`src/rtl/desired_drive_slew.sv`:
```
// Pipelined assist-current calculator: torque/cadence/incline sample to a
// slew-limited motor target current, three cycles from smpl_vld to target_vld.
module desired_drive_slew #(
    parameter int unsigned          TORQUE_W   = 12,
    parameter int unsigned          CURR_W     = 12,
    parameter logic [TORQUE_W-1:0]  TORQUE_MIN = 12'h380,
    parameter int unsigned          PROD_SHIFT = 15,
    parameter logic [CURR_W-1:0]    SLEW_STEP  = 12'h040
) (
    input  logic                clk,
    input  logic                rst_n,
    input  logic                smpl_vld,
    input  logic [TORQUE_W-1:0] avg_torque,
    input  logic [4:0]          cadence,
    input  logic                not_pedaling,
    input  logic signed [12:0]  incline,
    input  logic [2:0]          scale,
    output logic [CURR_W-1:0]   target_curr,
    output logic                target_vld
);

    localparam int unsigned TPROD_W = TORQUE_W + 3;
    localparam int unsigned IPROD_W = 15;
    localparam int unsigned PROD_W  = TPROD_W + IPROD_W;

    // Stage 1 combinational terms
    logic [TORQUE_W-1:0]  torque_pos;
    logic [TPROD_W-1:0]   tprod_d, tprod_q;
    logic signed [9:0]    incl_sat;
    logic signed [10:0]   incl_fac;
    logic [8:0]           incl_lim;
    logic [5:0]           cad_f;
    logic [IPROD_W-1:0]   iprod_d, iprod_q;
    logic                 np1_q, v1_q;

    // Stage 2
    logic [PROD_W-1:0]    prod_d, prod_q;
    logic                 np2_q, v2_q;

    // Stage 3
    logic [PROD_W-1:0]    shifted;
    logic [CURR_W-1:0]    raw;
    logic [CURR_W:0]      step_sum;
    logic [CURR_W-1:0]    curr_d;

    always_comb begin
        torque_pos = '0;
        if (avg_torque >= TORQUE_MIN) begin
            torque_pos = avg_torque - TORQUE_MIN;
        end
        tprod_d = TPROD_W'(torque_pos) * TPROD_W'(scale);

        if (incline < -13'sd512) begin
            incl_sat = -10'sd512;
        end else if (incline > 13'sd511) begin
            incl_sat = 10'sd511;
        end else begin
            incl_sat = $signed(incline[9:0]);
        end
        incl_fac = $signed({incl_sat[9], incl_sat}) + 11'sd256;

        if (incl_fac[10]) begin
            incl_lim = '0;
        end else if (incl_fac > 11'sd511) begin
            incl_lim = 9'd511;
        end else begin
            incl_lim = incl_fac[8:0];
        end

        cad_f = '0;
        if (cadence > 5'd1) begin
            cad_f = {1'b0, cadence} + 6'd32;
        end
        iprod_d = IPROD_W'(incl_lim) * IPROD_W'(cad_f);
    end

    always_comb begin
        prod_d = '0;
        if (!np1_q) begin
            prod_d = PROD_W'(tprod_q) * PROD_W'(iprod_q);
        end
    end

    always_comb begin
        shifted = prod_q >> PROD_SHIFT;
        raw     = shifted[CURR_W-1:0];
        if ((shifted >> CURR_W) != '0) begin
            raw = '1;
        end
        // One bit wider so a near-full-scale current cannot wrap to a small value
        step_sum = {1'b0, target_curr} + {1'b0, SLEW_STEP};

        curr_d = target_curr;
        if (v2_q) begin
            if (np2_q) begin
                curr_d = '0;
            end else if ({1'b0, raw} > step_sum) begin
                curr_d = step_sum[CURR_W-1:0];
            end else begin
                curr_d = raw;
            end
        end
    end

    always_ff @(posedge clk or negedge rst_n) begin
        if (!rst_n) begin
            tprod_q     <= '0;
            iprod_q     <= '0;
            np1_q       <= 1'b0;
            v1_q        <= 1'b0;
            prod_q      <= '0;
            np2_q       <= 1'b0;
            v2_q        <= 1'b0;
            target_curr <= '0;
            target_vld  <= 1'b0;
        end else begin
            tprod_q     <= tprod_d;
            iprod_q     <= iprod_d;
            np1_q       <= not_pedaling;
            v1_q        <= smpl_vld;
            prod_q      <= prod_d;
            np2_q       <= np1_q;
            v2_q        <= v1_q;
            target_curr <= curr_d;
            target_vld  <= v2_q;
        end
    end

endmodule

```
`config.mk`:
```
export PLATFORM = sky130hd
export DESIGN_NAME = desired_drive_slew
export DESIGN_NICKNAME = d
export VERILOG_FILES = /design/src/rtl/desired_drive_slew.sv
export SDC_FILE = /design/constraint.sdc
export NUM_CORES = 1
export LEC_CHECK = 0
export ABC_AREA = 1
export BUFFER_PORTS_ARGS = -buffer_cell sky130_fd_sc_hd__clkbuf_2
export CAP_MARGIN = 40
export CELL_PAD_IN_SITES_DETAIL_PLACEMENT = 0
export CELL_PAD_IN_SITES_GLOBAL_PLACEMENT = 1
export CORE_MARGIN = 1.5
export CORE_UTILIZATION = 45
export DETAILED_ROUTE_END_ITERATION = 7
export GPL_TIMING_DRIVEN = 1
export PLACE_DENSITY = 0.88
export SYNTH_ARGS = -nofsm -noshare
export SYNTH_HDL_FRONTEND = slang
export SYNTH_SLANG_ARGS = --single-unit
```
`constraint.sdc`:
```
create_clock -name clk -period 7.7 [get_ports clk]
set_input_delay 0.77 -clock clk [delete_from_list [all_inputs] [get_ports clk]]
set_output_delay 0.77 -clock clk [all_outputs]
set_load 0.01 [all_outputs]
```
==> results.cfg <==
[outcome]
status = completed

[synthesis]
synthTopCellsByCount = nand2_1 (405), inv_1 (399), fa_1 (206), ha_1 (144), nor2_1 (123)
synth_cell_types = 39
synth_seq_cells = 62
synthArstFlopShare_pct = 100
synthCells = 1683
synth_area_leaders = fa_1 (32%), ha_1 (14%), dfrtp_1 (12%)
yosysSeqAreaShare_pct = 12.0
synth_top_area_cell = fa_1
synthesis.yosys.warnings = 0
synthesis.nets = 2070
synth_edf_count = 0
avgSynthCellArea_sq_um = 7.68
netlist_area_sq_um = 12900
synth_flop_cell = dfrtp_1
synth.most_common_cell = nand2_1
synth_top_area_share_pct = 31.9

[final_layout]
drive_gt1_share_pct = 5.80
final_nets = 2090
nFillCells = 2758
final_util_pct = 49.2
area_growth_pct = 6.68
num_antenna_cells = 0

[setup_path]
critPathMaxFanout = 15
critPathMaxStageDelay_ns = 0.75
path_common_cell = fa_1
required_ns = 7.93
crit_slowest_cell = dfrtp_1
r2r_cells = 18
crit_arrival_ns = 6.09
end_kind = flop
cp-start-kind = flop
criticalPathCategory = flop to flop
r2r_end = prod_q[26]
ff2ff_setup_slack_ns = 1.85
timing.rr.start = iprod_q[14]
worstPathCellList = nand2_1 > fa_1 > inv_1 > fa_1 > fa_1 > inv_1 > fa_1 > inv_1 > fa_1 > fa_1 > ha_1 > a21oi_1 > o21ai_0 > o21bai_1 > a21oi_1 > nand3_1 > nand2_1 > nor2_1

[sta]
rsz0062_at_grt = no
slew_viol_final = 0
worst_pin_slew_ns = 0.806
finalClockSkew_ns = 0.00391
setup_slack_ns = 1.85
max-slew-margin-rel_pct = 46.0
setup-tns-final_ns = 0
hold_violations = 0
setup_viol = 0
period_share_pct = 76.0
fmax_ghz = 0.171
min_period_ns = 5.85

[global_routing]
antenna_found_initial = 0
first_global_vias = 11030
grt_pass1_wl_mm = 51.0
grt_start_max_net_pins = 63
track_usage_pct = 21.5
grt_overflow = 0

[die]
dieArea_sq_um = 29800
core_sq_um = 28000
start_util_pct = 46.1
die_h_um = 172
rows = 61
die_w_um = 172
io_pins = 50

[hold_path]
whs_endpoint = v2_q
hold_path_depth = 0
min-delay-start = v1_q
hp-class = flop to flop

[place]
place_congestion = 0.880
dpl_worst_slack_ns = 1.72
dp_hpwl_mm = 24.6
port_buffers = 49

[routing]
wirelength_mm = 29.0
antenna_left = 0
drc = 0
drt-initial-drc-count = 509
drt_pass1_iterations = 5
wl_per_cell_um = 13.9
dr_total_vias = 10497
via_per_inst = 5.03

[clock_network]
cts.sinks = 62
clock_path_buffers = 2
h-tree-depth = 3
ctsHoldBuffers = 0
ctsResizeCount = 0
cts-root-buf = clkbuf_16
cts_tree = done
cts_buffers = 9
clk_pin_slew_ns = 0.06
post-cts-setup-buffers = 0
clkLatencyLatePin_ns = 0.34

[flow_run]
cap_viol_max_count = 0
-- state kept, by name (all words and copies together) (netlist names) --
register     count
tprod_q         15
v1_q             1
target_curr     12
target_vld       1
np2_q            1
iprod_q         15
np1_q            1
prod_q          15
v2_q             1
-- worst max-delay path, delay by kind of cell (launching register included) --
| kind | cells | cell delay (ns) |
|---|---|---|
| compound gates | 4 | 0.91 |
| fa+ha+maj | 7 | 3.50 |
| buf+inv | 3 | 0.17 |
| simple gates | 4 | 0.40 |
| flops | 1 | 0.75 |
-- through the flow --
stage,hold WS [ns],cell area (sq um),cells
5_1_grt,0.373,13800,2086
4_1_cts,0.360,13800,2086
2_1_floorplan,0.331,12900,1683
3_5_place_dp,0.346,13500,2070
3_3_place_gp,0.332,13500,2070
6_report,0.354,13800,2086
-- how the worst max path moves through the flow --
stage	from	endpoint	slack, ns	cells past startpoint
global route	iprod_q[14]	prod_q[20]	1.44	19
CTS	iprod_q[14]	prod_q[24]	1.89	19
detailed placement	incline[12]	iprod_q[12]	1.72	27
floorplan	tprod_q[1]	prod_q[20]	2.37	21
global placement	incline[12]	iprod_q[12]	1.80	27
finish	iprod_q[14]	prod_q[26]	1.85	18
-- per-layer routing --
metal	vias up	part of all wire [%]	global-route usage [%]
met3	53	4.1	2.20
met1	5098	44	27.2
met4	0	2.0	5.33
met5	-	0	0
met2	249	50	39.3
li1	5097	-	-
-- cell usage in the layout, fill, tap and decap left out, types with 10 or more instances in the layout --
cell type,n
nor3_1,13
nand3_1,72
dfrtp_1,62
a21oi_1,80
xor2_1,16
nand4_1,12
nand2_1,405
nor2_1,123
clkbuf_2,48
ha_1,144
nand2_2,14
fa_1,206
o21ai_0,35
inv_1,399
xnor2_1,10
-- cell type report --
| type | instances | area [sq um] | area share [%] |
|---|---|---|---|
| clock buffer | 10 | 229 | 1.66 |
| clock inverter | 6 | 86.3 | 0.626 |
| inverter | 401 | 1510 | 10.9 |
| multi-input combinational | 1179 | 9690 | 70.3 |
| sequential | 62 | 1550 | 11.3 |
| tap | 378 | 473 | 3.43 |
| timing repair buffer | 50 | 253 | 1.83 |
-- kinds of logic after synthesis --
logic type / Yosys count / synth area share (%)
flops: 62 / 12.0
simple gates: 667 / 21.7
fa+ha+maj: 350 / 45.8
xor+xnor: 26 / 1.76
compound gates: 136 / 5.63
buf+inv: 442 / 13.0
Power is left out: the tool's default activity adds up to more than one toggle a clock period on the data nets, which glitch-free logic cannot reach.
